--- src/rtl/mips_pkg.sv ---
// mips_pkg -- shared definitions for the instruction-fetch slice.
//   PCSRC_*          : next-PC select codes driven by decode
//   fetch_state_t    : fetch FSM state encoding (FETCH / HOLD / DRAIN)
//   DEFAULT_RESET_PC : default first fetch address after reset
package mips_pkg;

    localparam logic [1:0] PCSRC_SEQ = 2'b00;
    localparam logic [1:0] PCSRC_BR  = 2'b01;
    localparam logic [1:0] PCSRC_J   = 2'b10;
    localparam logic [1:0] PCSRC_JR  = 2'b11;

    typedef enum logic [1:0] {
        ST_FETCH = 2'd0,
        ST_HOLD  = 2'd1,
        ST_DRAIN = 2'd2
    } fetch_state_t;

    localparam logic [31:0] DEFAULT_RESET_PC = 32'h0000_0000;

endpackage

--- src/rtl/pc_next.sv ---
// pc_next -- combinational next-PC computation for the fetch stage.
// Ports:
//   pc_f         in  32  current fetch address
//   pcsrc_d      in  2   target select from decode (seq/branch/jump/jr)
//   pcplus4_d    in  32  PC+4 of the instruction held in IF/ID
//   branch_off_d in  32  sign-extended, pre-shifted branch offset
//   jidx_d       in  26  jump instruction index
//   jr_target_d  in  32  register jump target
//   pc_plus4_f   out 32  pc_f + 4 (wraps modulo 2^32)
//   target       out 32  redirect target selected by pcsrc_d
module pc_next
    import mips_pkg::*;
(
    input  logic [31:0] pc_f,
    input  logic [1:0]  pcsrc_d,
    input  logic [31:0] pcplus4_d,
    input  logic [31:0] branch_off_d,
    input  logic [25:0] jidx_d,
    input  logic [31:0] jr_target_d,
    output logic [31:0] pc_plus4_f,
    output logic [31:0] target
);

    logic [31:0] branch_target;
    logic [31:0] jump_target;
    logic [31:0] jr_target;

    // Carries out of bit 31 are dropped, so 0xFFFF_FFFC + 4 wraps to 0.
    assign pc_plus4_f    = pc_f + 32'd4;
    assign branch_target = pcplus4_d + branch_off_d;
    assign jump_target   = {pcplus4_d[31:28], jidx_d, 2'b00};
    // Low bits are always forced to a word boundary; any misalignment
    // report is handled by the fetch stage.
    assign jr_target     = jr_target_d & 32'hFFFF_FFFC;

    always_comb begin
        target = pc_plus4_f;
        case (pcsrc_d)
            PCSRC_BR: target = branch_target;
            PCSRC_J:  target = jump_target;
            PCSRC_JR: target = jr_target;
            default:  target = pc_plus4_f;
        endcase
    end

endmodule

--- src/rtl/fetch_stage.sv ---
// fetch_stage -- instruction fetch FSM plus IF/ID pipeline register.
// Optional feature macro: FETCH_MISALIGN_CHK_EN (adds sticky misalign_err
// output flagging jr redirects whose target low bits are non-zero).
// Ports:
//   clk, reset               clock, synchronous active-high reset
//   stall_d, flush_d         decode back-pressure and IF/ID squash
//   pcsrc_d, branch_off_d,
//   jidx_d, jr_target_d      redirect request from decode
//   imem_req/imem_addr       instruction memory request (addr held until ack)
//   imem_ack/imem_rdata      instruction memory response
//   instr_d/pcplus4_d/valid_d IF/ID register outputs
//   misalign_err             (macro only) sticky jr misalignment flag
module fetch_stage
    import mips_pkg::*;
#(
    parameter logic [31:0] RESET_PC = DEFAULT_RESET_PC
) (
    input  logic        clk,
    input  logic        reset,
    input  logic        stall_d,
    input  logic        flush_d,
    input  logic [1:0]  pcsrc_d,
    input  logic [31:0] branch_off_d,
    input  logic [25:0] jidx_d,
    input  logic [31:0] jr_target_d,
    output logic        imem_req,
    output logic [31:0] imem_addr,
    input  logic        imem_ack,
    input  logic [31:0] imem_rdata,
`ifdef FETCH_MISALIGN_CHK_EN
    output logic        misalign_err,
`endif
    output logic [31:0] instr_d,
    output logic [31:0] pcplus4_d,
    output logic        valid_d
);

    fetch_state_t state_reg;
    logic [31:0]  pc_f_reg;
    logic [31:0]  instr_reg;
    logic [31:0]  pcplus4_reg;
    logic         valid_reg;
    logic [31:0]  skid_reg;
    logic [31:0]  drain_target_reg;

    logic [31:0]  pc_plus4_f;
    logic [31:0]  target;
    logic         redirect;

    pc_next u_pc_next (
        .pc_f         (pc_f_reg),
        .pcsrc_d      (pcsrc_d),
        .pcplus4_d    (pcplus4_reg),
        .branch_off_d (branch_off_d),
        .jidx_d       (jidx_d),
        .jr_target_d  (jr_target_d),
        .pc_plus4_f   (pc_plus4_f),
        .target       (target)
    );

    // A redirect only counts when decode really consumes the valid
    // instruction that carries it.
    assign redirect = valid_reg & ~stall_d & (pcsrc_d != PCSRC_SEQ);

    // The request address is the PC register itself, so it cannot move
    // while a request is outstanding (DRAIN keeps the old pc_f and parks
    // the new target separately).
    assign imem_req  = (state_reg != ST_HOLD);
    assign imem_addr = pc_f_reg;
    assign instr_d   = instr_reg;
    assign pcplus4_d = pcplus4_reg;
    assign valid_d   = valid_reg;

    always_ff @(posedge clk) begin
        if (reset) begin
            state_reg        <= ST_FETCH;
            pc_f_reg         <= RESET_PC;
            instr_reg        <= 32'd0;
            pcplus4_reg      <= 32'd0;
            valid_reg        <= 1'b0;
            skid_reg         <= 32'd0;
            drain_target_reg <= 32'd0;
        end else begin
            case (state_reg)
                ST_FETCH: begin
                    if (redirect) begin
                        valid_reg <= 1'b0;
                        if (imem_ack) begin
                            pc_f_reg <= target;
                        end else begin
                            // Outstanding request must complete first.
                            drain_target_reg <= target;
                            state_reg        <= ST_DRAIN;
                        end
                    end else if (imem_ack) begin
                        if (!stall_d) begin
                            instr_reg   <= imem_rdata;
                            pcplus4_reg <= pc_plus4_f;
                            valid_reg   <= ~flush_d;
                            pc_f_reg    <= pc_plus4_f;
                        end else begin
                            // Park the word so it is not lost while decode stalls.
                            skid_reg  <= imem_rdata;
                            state_reg <= ST_HOLD;
                            if (flush_d) valid_reg <= 1'b0;
                        end
                    end else if (!stall_d || flush_d) begin
                        valid_reg <= 1'b0;
                    end
                end

                ST_HOLD: begin
                    if (redirect) begin
                        pc_f_reg  <= target;
                        valid_reg <= 1'b0;
                        state_reg <= ST_FETCH;
                    end else if (!stall_d) begin
                        instr_reg   <= skid_reg;
                        pcplus4_reg <= pc_plus4_f;
                        valid_reg   <= ~flush_d;
                        pc_f_reg    <= pc_plus4_f;
                        state_reg   <= ST_FETCH;
                    end else if (flush_d) begin
                        valid_reg <= 1'b0;
                    end
                end

                ST_DRAIN: begin
                    valid_reg <= 1'b0;
                    if (imem_ack) begin
                        // Returned word belongs to the abandoned path.
                        pc_f_reg  <= drain_target_reg;
                        state_reg <= ST_FETCH;
                    end
                end

                default: begin
                    state_reg <= ST_FETCH;
                    valid_reg <= 1'b0;
                end
            endcase
        end
    end

`ifdef FETCH_MISALIGN_CHK_EN
    logic misalign_reg;

    always_ff @(posedge clk) begin
        if (reset) begin
            misalign_reg <= 1'b0;
        end else if (redirect && (pcsrc_d == PCSRC_JR) && (jr_target_d[1:0] != 2'b00)) begin
            misalign_reg <= 1'b1;
        end
    end

    assign misalign_err = misalign_reg;
`endif

endmodule

--- config.mk ---
export PLATFORM = sky130hd
export DESIGN_NAME = fetch_stage
export DESIGN_NICKNAME = d
export VERILOG_FILES = /design/src/rtl/mips_pkg.sv /design/src/rtl/pc_next.sv /design/src/rtl/fetch_stage.sv
export SDC_FILE = /design/constraint.sdc
export NUM_CORES = 1
export LEC_CHECK = 0
export CAP_MARGIN = 20
export CORE_AREA = 8 8 166 121
export CTS_CLUSTER_SIZE = 30
export DETAILED_ROUTE_END_ITERATION = 10
export DIE_AREA = 0 0 174 129
export PLACE_DENSITY = 0.95
export SLEW_MARGIN = 10
export SYNTH_ARGS = -nofsm -noshare
export SYNTH_HDL_FRONTEND = slang
export SYNTH_SLANG_ARGS = --single-unit
export TNS_END_PERCENT = 10
--- constraint.sdc ---
create_clock -name clk -period 5.16 [get_ports clk]
set_input_delay 1.032 -clock clk [delete_from_list [all_inputs] [get_ports clk]]
set_output_delay 1.032 -clock clk [all_outputs]
set_load 0.02 [all_outputs]
* Word-level counts from Yosys, hierarchy flattened
Index checks and enable logic that the tools add are counted.
Word-level totals: output and inout port bits 98, flip-flop bits (word level) 163, word-level logic and storage cells 78, input bits 129
Cells by class: $add $sub $neg 2, equality and inequality tests 17, muxes and demuxes 34, bitwise logic cells 6, reductions and logical operators 12
Operators with widths (number):
- 32-bit two-way mux | 15
- 32-bit one-hot mux with 3 select lines | 2
- 32-bit one-hot mux with 2 select lines | 2
- 32-bit by 3-bit adder with 32-bit output (second input constant) | 1
- 32-bit adder | 1
- 2-bit two-way mux | 7
- 2-bit inequality test (second input constant) | 6
- 3-bit inequality test (second input constant) | 4
- 4-bit AND reduction | 2
- 2-bit == test (second input constant) | 3
- 1-bit two-way mux | 6
- 2-bit one-hot mux with 3 select lines | 1
- 3-bit AND reduction | 2
- 6-bit AND reduction | 1
- 5-bit AND reduction | 1
- 2-bit by 1-bit == test with 1-bit output (second input constant) | 2
- 4-bit inequality test (second input constant) | 1
- 1-bit NOT | 4
- 2-bit nonzero test | 2
- 3-bit nonzero test | 1
- 1-bit bitwise AND | 2
- 2-bit zero test | 1
- 2-bit by 1-bit inequality test with 1-bit output (second input constant) | 1
- 1-bit one-hot mux with 2 select lines | 1
- 2 further kinds | 2

* Logic depth before layout (Yosys ltp)
Gate-level depths: netlist of the first run.
word-level depth 6, mapped depth 13, gate-level depth less buffers 13

* Cells and area by module
A second synthesis of the first run with hierarchy kept.
Second synthesis, totals: cells, all modules 1160, area, all modules 9744.3 sq um
By module, submodules not included:
- fetch_stage | instances 1, area an instance 6713.9 sq um, cells each 778, sequential area each 3263.1 sq um
- pc_next | instances 1, area an instance 3030.4 sq um, cells each 382, sequential area each 0.0 sq um

* Least setup slack after synthesis of the first run
No wires, ideal clock.
kind in2reg, start point in branch_off_d[0], end point reg drain_target_reg[26], data arrival time 3.349 ns, required time 5.090 ns, library setup time 0.070 ns, path slack 1.741 ns, path buffers 0, stages on the path 13, cells stage by stage ha_1 inv_1 fa_1 nor2b_1 o21a_1 o21ai_1 a211oi_1 o21ai_1 a21boi_1 a21oi_1 xor2_1 a211o_1 a21oi_1
Between the ends: longest elaborated chain between the ends 2
RTL lines:
- start, declared | RTL line fetch_stage.sv:23 | input logic [31:0] branch_off_d,
- 32-bit adder | RTL line pc_next.sv:30 | assign branch_target = pcplus4_d + branch_off_d;
- 32-bit one-hot mux with 3 select lines | RTL line pc_next.sv:38 | case (pcsrc_d)
- end signal, assigned | RTL line fetch_stage.sv:92 | drain_target_reg <= target;
- end, declared | RTL line fetch_stage.sv:44 | logic [31:0] drain_target_reg;
No other way between the ends. A chain may end at the register's enable or synchronous reset.

* Worst setup path after layout of the first run
start point in branch_off_d[0], end point reg drain_target_reg[22]
Same word-level chain as after synthesis.

==> flow_metrics.tcl, run 1 <==
set metrics [dict create \
    outcome "finished clean" \
    core.rowCount 41 \
    drc 0 \
    syn2layout_area_growth_pct 31.95 \
    slew_viol_final 0 \
    layout_setup_ws_ns 1.015 \
    grt_pass1_vias 9463 \
    combPwrFrac_pct 23.4 \
    crit_type "in2reg" \
    dp_cells 1592 \
    cp.arrival_ns 4.48 \
    final_core_util_pct 70.03 \
    clock_skew_ns 0.008933 \
    maxCapViolCount 0 \
    leakage_nw 4.790 \
    tightest_slew_ns 1.172 \
    hold_buffers 0 \
    crit_start "branch_off_d[0]" \
    clkPwrFrac_pct 36.5 \
    startpoint_type "input port" \
    fmax_ghz 0.2412 \
    via_count 10260 \
    netlist.area_leader.share_pct 35.04 \
    intPower_mw 2.434 \
    hold_path.class "reg2reg" \
    final_cells 1624 \
    fp.dieH_um 129 \
    synthFlopType "dfxtp_1" \
    vias_per_cell 6.317 \
    post_cts_buffers 0 \
    drive_gt1_share_pct 5.764 \
    syn_area_um2 9311 \
    register_area_um2 3263 \
    power.switching_mw 1.046 \
    slew_headroom_pct 21.22 \
    core-area_um2 17540 \
    clock_sinks 163 \
    clock_path_buffers 2 \
    fin_crit_sh_pct 80.34 \
    overflow 0 \
    cts_tree "yes" \
    worstPathRequired_ns 5.49 \
    yosysWarnings 0 \
    gp_congestion 0.9389 \
    nets 1537 \
    ys_ff_latch 163 \
    cts.reportedPaths.clkPinSlew_ns 0.06 \
    r2r-start "pcplus4_d[0]" \
    synth_seq_area_share_pct 35.04 \
    synth_edf_count 0 \
    ir_worst_vdd_v 0.0002476 \
    routedWlPerCell_um 21.54 \
    power_frac_seq_pct 40.1 \
    layout_min_cycle_time_ns 4.145 \
    worstHoldStart "skid_reg[5]" \
    grt_max_degree 108 \
    start_util_pct 53.07 \
    clock_latency_ns 0.43 \
    dp_slack_ns 0.6945 \
    synth_top_cell_by_area "dfxtp_1" \
    final_area_um2 12290 \
    cts_resized 0 \
    place_hpwl_um 25350 \
    grt_usage_pct 29.77 \
    multi_input_area_um2 5697 \
    hold_violations 0 \
    wl_um 34980 \
    synthCells 1196 \
    diodes 0 \
    crit_path_end_kind "flip-flop" \
    power_mw 3.481 \
    rsz0062_at_grt "no" \
    swShare_pct 30.06 \
    ys_types 70 \
    whs_ns 0.4530 \
    ioPinCount 227 \
    setup_tns_ns 0 \
    cts-buffers-inserted 17 \
    worstPathMaxFanout 4 \
    drt-initial-drc-count 1799 \
    h-tree-depth 4 \
    synth.net_count 1358 \
    nFillCells 1279 \
    portBuffers 224 \
    antenna_found_initial 0 \
    root_buffer "clkbuf_16" \
    placedInstanceArea_um2 11690 \
    synthTopCellsByArea "dfxtp_1 (35%), nand2_1 (6.8%), a21oi_1 (6.3%)" \
    die_area_um2 22450 \
    dr.pass1.iters 6 \
    grt_pass1_wl_um 53330 \
    async_reset_ff_share_pct 0 \
    avgSynthCellArea_um2 7.785 \
    die_x_um 174 \
    drtAntennaViolNets 0 \
    power_density_nw_per_um2 283.3 \
    finalSetupViolations 0 \
]
==> placed cells by master (no fill, tap or decap), types with 16 or more instances in the layout <==
cell type | Yosys | routed
nor2_1 | 142 | 140
a21oi_1 | 117 | 117
o21ai_0 | 54 | 54
a211oi_1 | 73 | 73
buf_4 | 2 | 21
clkdlybuf4s50_1 | 0 | 223
clkbuf_16 | 0 | 17
nand3_1 | 38 | 38
nand2_1 | 169 | 169
nor3_1 | 19 | 19
o211ai_1 | 21 | 21
ha_1 | 32 | 32
xor2_1 | 30 | 30
dfxtp_1 | 163 | 163
mux2i_1 | 42 | 42
xnor2_1 | 16 | 16
==> layer usage <==
| layer | wire (µm) | global-route usage [%] | part of all wire, % |
|---|---|---|---|
| met5 | 0 | 0 | 0 |
| met4 | 719 | 7.820 | 2.1 |
| met3 | 5243 | 11.24 | 15 |
| met2 | 14770 | 44.34 | 42 |
| met1 | 14250 | 39.86 | 41 |
==> final cells by class <==
cell class | count | share of cell area, %
timing repair buffer | 244 | 19.45
sequential | 163 | 26.56
multi-input combinational | 938 | 46.36
clock buffer | 22 | 3.859
tap | 236 | 2.403
inverter | 11 | 0.3360
clock inverter | 10 | 1.029
==> power by group through the flow <==
stage | Clock [mW] | Combinational [mW] | Sequential (mW)
finish | 1.27 | 0.815 | 1.39
global route | 1.33 | 0.870 | 1.40
CTS | 1.27 | 0.797 | 1.39
detailed placement | 0 | 0.788 | 1.42
global placement | 0 | 0.771 | 1.41
floorplan | 0 | 0.397 | 1.45
==> worst max-delay path, cell delays in order <==
cell,delay (ns)
clkdlybuf4s50_1,0.57
ha_1,0.29
inv_1,0.09
fa_1,0.38
nor2b_1,0.15
o21a_1,0.16
o21ai_1,0.11
a211oi_1,0.32
o21ai_1,0.18
a21boi_1,0.36
a21oi_1,0.14
xor2_1,0.19
a211o_1,0.33
a21oi_1,0.17
==> Yosys cell counts, types with 3 or more instances <==
| cell | instances |
|---|---|
| nand2_1 | 169 |
| dfxtp_1 | 163 |
| nor2_1 | 142 |
| a21oi_1 | 117 |
| a211oi_1 | 73 |
| clkbuf_1 | 69 |
| o21ai_0 | 54 |
| mux2i_1 | 42 |
| nand3_1 | 38 |
| ha_1 | 32 |
| xor2_1 | 30 |
| o211ai_1 | 21 |
| nor3_1 | 19 |
| xnor2_1 | 16 |
| a21o_1 | 15 |
| and3_1 | 14 |
| o21a_1 | 12 |
| inv_1 | 11 |
| nand2b_1 | 11 |
| a31oi_1 | 8 |
| buf_2 | 8 |
| nor2b_1 | 8 |
| and2_1 | 6 |
| nor3b_1 | 6 |
| o31ai_1 | 6 |
| or2_2 | 6 |
| or3_1 | 6 |
| buf_1 | 5 |
| o21ai_1 | 5 |
| o22ai_1 | 5 |
| o21bai_1 | 4 |
| o221ai_1 | 4 |
| a2111oi_0 | 3 |
| a211o_1 | 3 |
| a211oi_2 | 3 |
| a311oi_1 | 3 |
| a31o_2 | 3 |
| nand3b_1 | 3 |
| nand4_1 | 3 |
| nor4_1 | 3 |
| o211a_1 | 3 |
| o311ai_0 | 3 |
| o311ai_1 | 3 |
==> cells by family after synthesis <==
kind of cell,count (synthesis),synth area share [%]
muxes,42,4.515
xor gates and xnor gates,46,4.327
AOI/OAI and AO/OA,373,26.45
buffers and inverters,95,4.018
adders and majority gates,33,4.515
and+or+nand+nor,444,21.14
DFF,163,35.04
==> final timing paths <==
| kind | end | slack (ns) | cells after the start |
|---|---|---|---|
| setup / recovery | drain_target_reg[22] | 1.01 | 14 |
| hold / removal | skid_reg[5] | 0.45 | 2 |
| hold reg to reg | skid_reg[5] | 0.45 | 2 |
| setup reg to reg | drain_target_reg[22] | 1.78 | 13 |
No activity file was read; power rests on OpenSTA's default activity.
==> run 2: changes to the inputs <==
--- a/config.mk
+++ b/config.mk
@@ -6,11 +6,11 @@
 export NUM_CORES = 1
 export LEC_CHECK = 0
 export CAP_MARGIN = 20
-export CORE_AREA = 8 8 166 121
+export CORE_AREA = 8 8 180 131
 export CTS_CLUSTER_SIZE = 30
 export DETAILED_ROUTE_END_ITERATION = 10
-export DIE_AREA = 0 0 174 129
-export PLACE_DENSITY = 0.95
+export DIE_AREA = 0 0 188 139
+export PLACE_DENSITY = 0.88
 export SLEW_MARGIN = 10
 export SYNTH_ARGS = -nofsm -noshare
 export SYNTH_HDL_FRONTEND = slang
==> constraint.sdc (replaced) <==
create_clock -name clk -period 3.68 [get_ports clk]
set_input_delay 0.736 -clock clk [delete_from_list [all_inputs] [get_ports clk]]
set_output_delay 0.736 -clock clk [all_outputs]
set_load 0.02 [all_outputs]
==> run 2 against run 1 <==
  * Sequential power increased by 40%
  * Clock skew increased by 0.0023 ns
  * First-iteration DRC count decreased by 36%
  * Critical path type unchanged
  * Critical endpoint is now imem_addr[19]
  * Highest routed layer is now met5
==> flow_metrics.tcl, run 2 (synthesized netlist as in run 1, its figures left out) <==
set metrics [dict create \
    outcome "finished clean" \
    grt_usage_pct 25.60 \
    worstPathRequired_ns 4.03 \
    clock_sinks 163 \
    final_core_util_pct 60.27 \
    routedWlPerCell_um 20.68 \
    core.rowCount 45 \
    startpoint_type "input port" \
    diodes 0 \
    leakage_nw 4.990 \
    slew_headroom_pct 50.11 \
    antenna_found_initial 1 \
    fp.dieH_um 139 \
    final_common_cell "clkdlybuf4s50_1" \
    slew_viol_final 0 \
    core-area_um2 21000 \
    wl_um 35260 \
    start_util_pct 44.34 \
    gp_congestion 0.9463 \
    maxCapViolCount 0 \
    layout_setup_ws_ns 0.2127 \
    via_count 10170 \
    overflow 0 \
    clock_path_buffers 2 \
    drtAntennaViolNets 0 \
    whs_ns 0.4519 \
    layout_min_cycle_time_ns 3.467 \
    worstPathMaxFanout 5 \
    nets 1572 \
    cts-buffers-inserted 17 \
    die_area_um2 26130 \
    dp_slack_ns -0.3015 \
    finalSetupViolations 0 \
    crit_path_end_kind "flip-flop" \
    root_buffer "clkbuf_16" \
    cts.reportedPaths.clkPinSlew_ns 0.06 \
    dr.pass1.iters 5 \
    h-tree-depth 4 \
    hold_buffers 0 \
    portBuffers 224 \
    hold_violations 0 \
    place_hpwl_um 26240 \
    crit_type "in2reg" \
    syn2layout_area_growth_pct 35.94 \
    rsz0062_at_grt "no" \
    grt_pass1_vias 9473 \
    grt_pass1_wl_um 53830 \
    grt_max_degree 95 \
    fmax_ghz 0.2884 \
    tightest_slew_ns 0.7483 \
    vias_per_cell 5.964 \
    ioPinCount 227 \
    clock_skew_ns 0.01128 \
    power_density_nw_per_um2 394.1 \
    final_cell_mix "clkdlybuf4s50_1 (223), nand2_1 (169), dfxtp_1 (163)" \
    cp.arrival_ns 3.82 \
    die_x_um 188 \
    drc 0 \
    hold_path.class "reg2reg" \
    drt-initial-drc-count 1151 \
    fin_crit_sh_pct 94.22 \
    drive_gt1_share_pct 8.433 \
    clock_latency_ns 0.43 \
    cts_tree "yes" \
    ir_worst_vdd_v 0.0003123 \
]
## run 2: timing repair
item / CTS / global route
buffers inserted: 0 / 0
resized for setup: 0 / 3
endpoints found under the setup margin: 0 / 11
## run 2: path summary, 6_finish.rpt
| check | start | to | slack, ns | cells past startpoint |
|---|---|---|---|---|
| hold reg to reg | drain_target_reg[27] | drain_target_reg[27] | 0.45 | 2 |
| hold / removal | drain_target_reg[27] | drain_target_reg[27] | 0.45 | 2 |
| setup / recovery | branch_off_d[14] | imem_addr[19] | 0.21 | 13 |
| setup reg to reg | pcplus4_d[0] | drain_target_reg[18] | 0.63 | 14 |
## run 2: report_power, final
part / switching [mW] / internal [mW] / total (mW)
combinational: 0.655 / 0.539 / 1.19
clock: 0.808 / 1.03 / 1.84
sequential: 0.0961 / 1.86 / 1.95
total: 1.56 / 3.43 / 4.99
## run 2: critical path, stage by stage
cell and delay [ns]:
clkdlybuf4s50_1 0.47, ha_1 0.38, a21oi_1 0.21, o21ai_0 0.12, a21oi_1 0.21, nand3_2 0.13, o211a_4 0.30, o311ai_0 0.57
buf_4 0.24, o21ai_0 0.10, nand2_1 0.08, o211ai_1 0.09, a31oi_1 0.16
## run 2: per-stage QoR
stage | cells | area [µm²] | TNS, ns | total power [mW]
after floorplan | 1196 | 9311 | 0 | 2.596
after global placement | 1673 | 12030 | -3.173 | 3.124
after detailed placement | 1673 | 12030 | -4.125 | 3.146
after CTS | 1705 | 12640 | 0 | 4.983
after global routing | 1705 | 12660 | 0 | 5.174
final | 1705 | 12660 | 0 | 4.988
## run 2: area by class of cell
cell class,instances,area [µm²]
multi-input cells,938,5712
clock inverters,15,186.4
well taps,282,352.8
flip-flops and latches,163,3263
repair buffers,279,2678
inverters,11,41.29
clock buffers,17,425.4
fillers,1745,8343
## run 2: metal layers
layer / track usage, % / part of all wire, %
met5: 0 / 0.048
met4: 5.997 / 1.6
met3: 7.613 / 12
met2: 37.14 / 42
met1: 36.40 / 44
==> run 3: changes to the inputs <==
--- a/config.mk
+++ b/config.mk
@@ -7,9 +7,11 @@
 export LEC_CHECK = 0
 export CAP_MARGIN = 20
 export CORE_AREA = 8 8 180 131
+export CTS_CLUSTER_DIAMETER = 60
 export CTS_CLUSTER_SIZE = 30
 export DETAILED_ROUTE_END_ITERATION = 10
 export DIE_AREA = 0 0 188 139
+export GPL_ROUTABILITY_DRIVEN = 0
 export PLACE_DENSITY = 0.88
 export SLEW_MARGIN = 10
 export SYNTH_ARGS = -nofsm -noshare
==> run 3 against run 2 <==
  * Non-clock buffer count shrank 3
  * Global-route usage shrank 0.20 points
  * Routed wire length shrank 1.0%
  * Flip-flop and latch count is the same
  * Clock power is essentially flat
  * Register-to-register slack lost 0.12 ns
  * Die area is the same
  * Cell area shrank 0.11%
  * Clock skew is essentially flat
  * Critical endpoint is now drain_target_reg[14]
==> flow_metrics.tcl, run 3 (synthesized netlist as in run 1, its figures left out) <==
set metrics [dict create \
    outcome "finished clean" \
    final_cells 1702 \
    fmax_ghz 0.2836 \
    leakage_nw 4.962 \
    finalSetupViolations 0 \
    grt_max_degree 90 \
    drc 0 \
    core-area_um2 21000 \
    clock_skew_ns 0.01099 \
    portBuffers 224 \
    antenna_found_initial 0 \
    die_area_um2 26130 \
    cts.reportedPaths.clkPinSlew_ns 0.07 \
    die_x_um 188 \
    ir_worst_vdd_v 0.0003416 \
    crit_path_end_kind "flip-flop" \
    final_common_cell "clkdlybuf4s50_1" \
    hold_path.class "reg2reg" \
    slew_viol_final 0 \
    ioPinCount 227 \
    grt_usage_pct 25.40 \
    dr_wl_met3_um 4717 \
    diodes 0 \
    nFillCells 1745 \
    dp_slack_ns -0.3886 \
    final_cell_mix "clkdlybuf4s50_1 (223), nand2_1 (169), dfxtp_1 (163)" \
    dp_cells 1670 \
    routedWlPerCell_um 20.50 \
    cts_tree "yes" \
    core.rowCount 45 \
    clock_path_buffers 2 \
    place_hpwl_um 25600 \
    slew_headroom_pct 46.77 \
    crit_type "in2reg" \
    dr.pass1.iters 5 \
    cts_resized 0 \
    clock_sinks 163 \
    layout_setup_ws_ns 0.1535 \
    startpoint_type "input port" \
    r2r_setup_slack_ns 0.51 \
    grt_pass1_vias 9467 \
    wl_met1_um 14600 \
    fin_crit_sh_pct 95.83 \
    hold_violations 0 \
    maxCapViolCount 0 \
    drive_gt1_share_pct 8.310 \
    cts-buffers-inserted 17 \
    root_buffer "clkbuf_16" \
    start_util_pct 44.34 \
    post_cts_buffers 0 \
    worstPathRequired_ns 4.04 \
    nets 1569 \
    h-tree-depth 4 \
    clock_latency_ns 0.44 \
    vias_per_cell 6.024 \
    fp.dieH_um 139 \
    overflow 0 \
    top_layer_used "met4" \
    grt_pass1_wl_um 53480 \
    via_count 10250 \
    power_mw 4.948 \
    syn2layout_area_growth_pct 35.80 \
    hold_buffers 0 \
    drt-initial-drc-count 1680 \
    whs_ns 0.4534 \
    tightest_slew_ns 0.7984 \
    power_density_nw_per_um2 391.3 \
    met2WireLength_um 14810 \
    drtAntennaViolNets 0 \
    wl_um 34890 \
    rsz0062_at_grt "no" \
    worstPathMaxFanout 4 \
    cp.arrival_ns 3.88 \
    layout_min_cycle_time_ns 3.526 \
]
## run 3: per-stage QoR
| stage | setup TNS, ns | util (%) | area [µm²] |
|---|---|---|---|
| 4_1_cts | 0 | 60.12 | 12630 |
| 5_1_grt | 0 | 60.21 | 12640 |
| 3_3_place_gp | -1.831 | 57.24 | 12020 |
| 2_1_floorplan | 0 | - | 9311 |
| 6_report | 0 | 60.21 | 12640 |
| 3_5_place_dp | -4.559 | 57.24 | 12020 |
## run 3: path summary, 6_finish.rpt
path / depth (start not counted) / startpoint / endpoint
setup / recovery: 13 / branch_off_d[0] / drain_target_reg[14]
setup reg to reg: 12 / pcplus4_d[1] / imem_addr[29]
hold reg to reg: 2 / skid_reg[11] / skid_reg[11]
hold / removal: 2 / skid_reg[11] / skid_reg[11]
## run 3: where the power goes
part / switching [mW] / internal [mW]
Sequential: 0.0929 / 1.86
Combinational: 0.652 / 0.539
Clock: 0.822 / 0.987
Total: 1.57 / 3.38
## run 3: worst max-delay path: stages
cell and delay, ns:
clkdlybuf4s50_1 0.51, ha_1 0.21, inv_1 0.07, fa_1 0.37, nor2b_1 0.15, o21a_1 0.15, o21ai_1 0.14, a2111oi_0 0.48
buf_4 0.20, o311ai_0 0.22, o2bb2ai_1 0.20, or2_2 0.29, a21oi_1 0.16
## run 3: final cells by class
type                            instances  area [µm²]  area share (%)
Sequential cell                       163        3263           25.81
Multi-Input combinational cell        938        5715           45.20
Clock buffer                           18       439.2           3.473
Clock inverter                         14       165.2           1.306
Tap cell                              282       352.8           2.790
Timing Repair Buffer                  276        2668           21.10
Inverter                               11       41.29          0.3265
## run 3: per-layer routing
layer	global-route usage, %	vias to the layer above
met1	34.97	4730
met4	7.568	0
li1	-	4739
met5	0	-
met3	7.789	83
met2	37.37	700
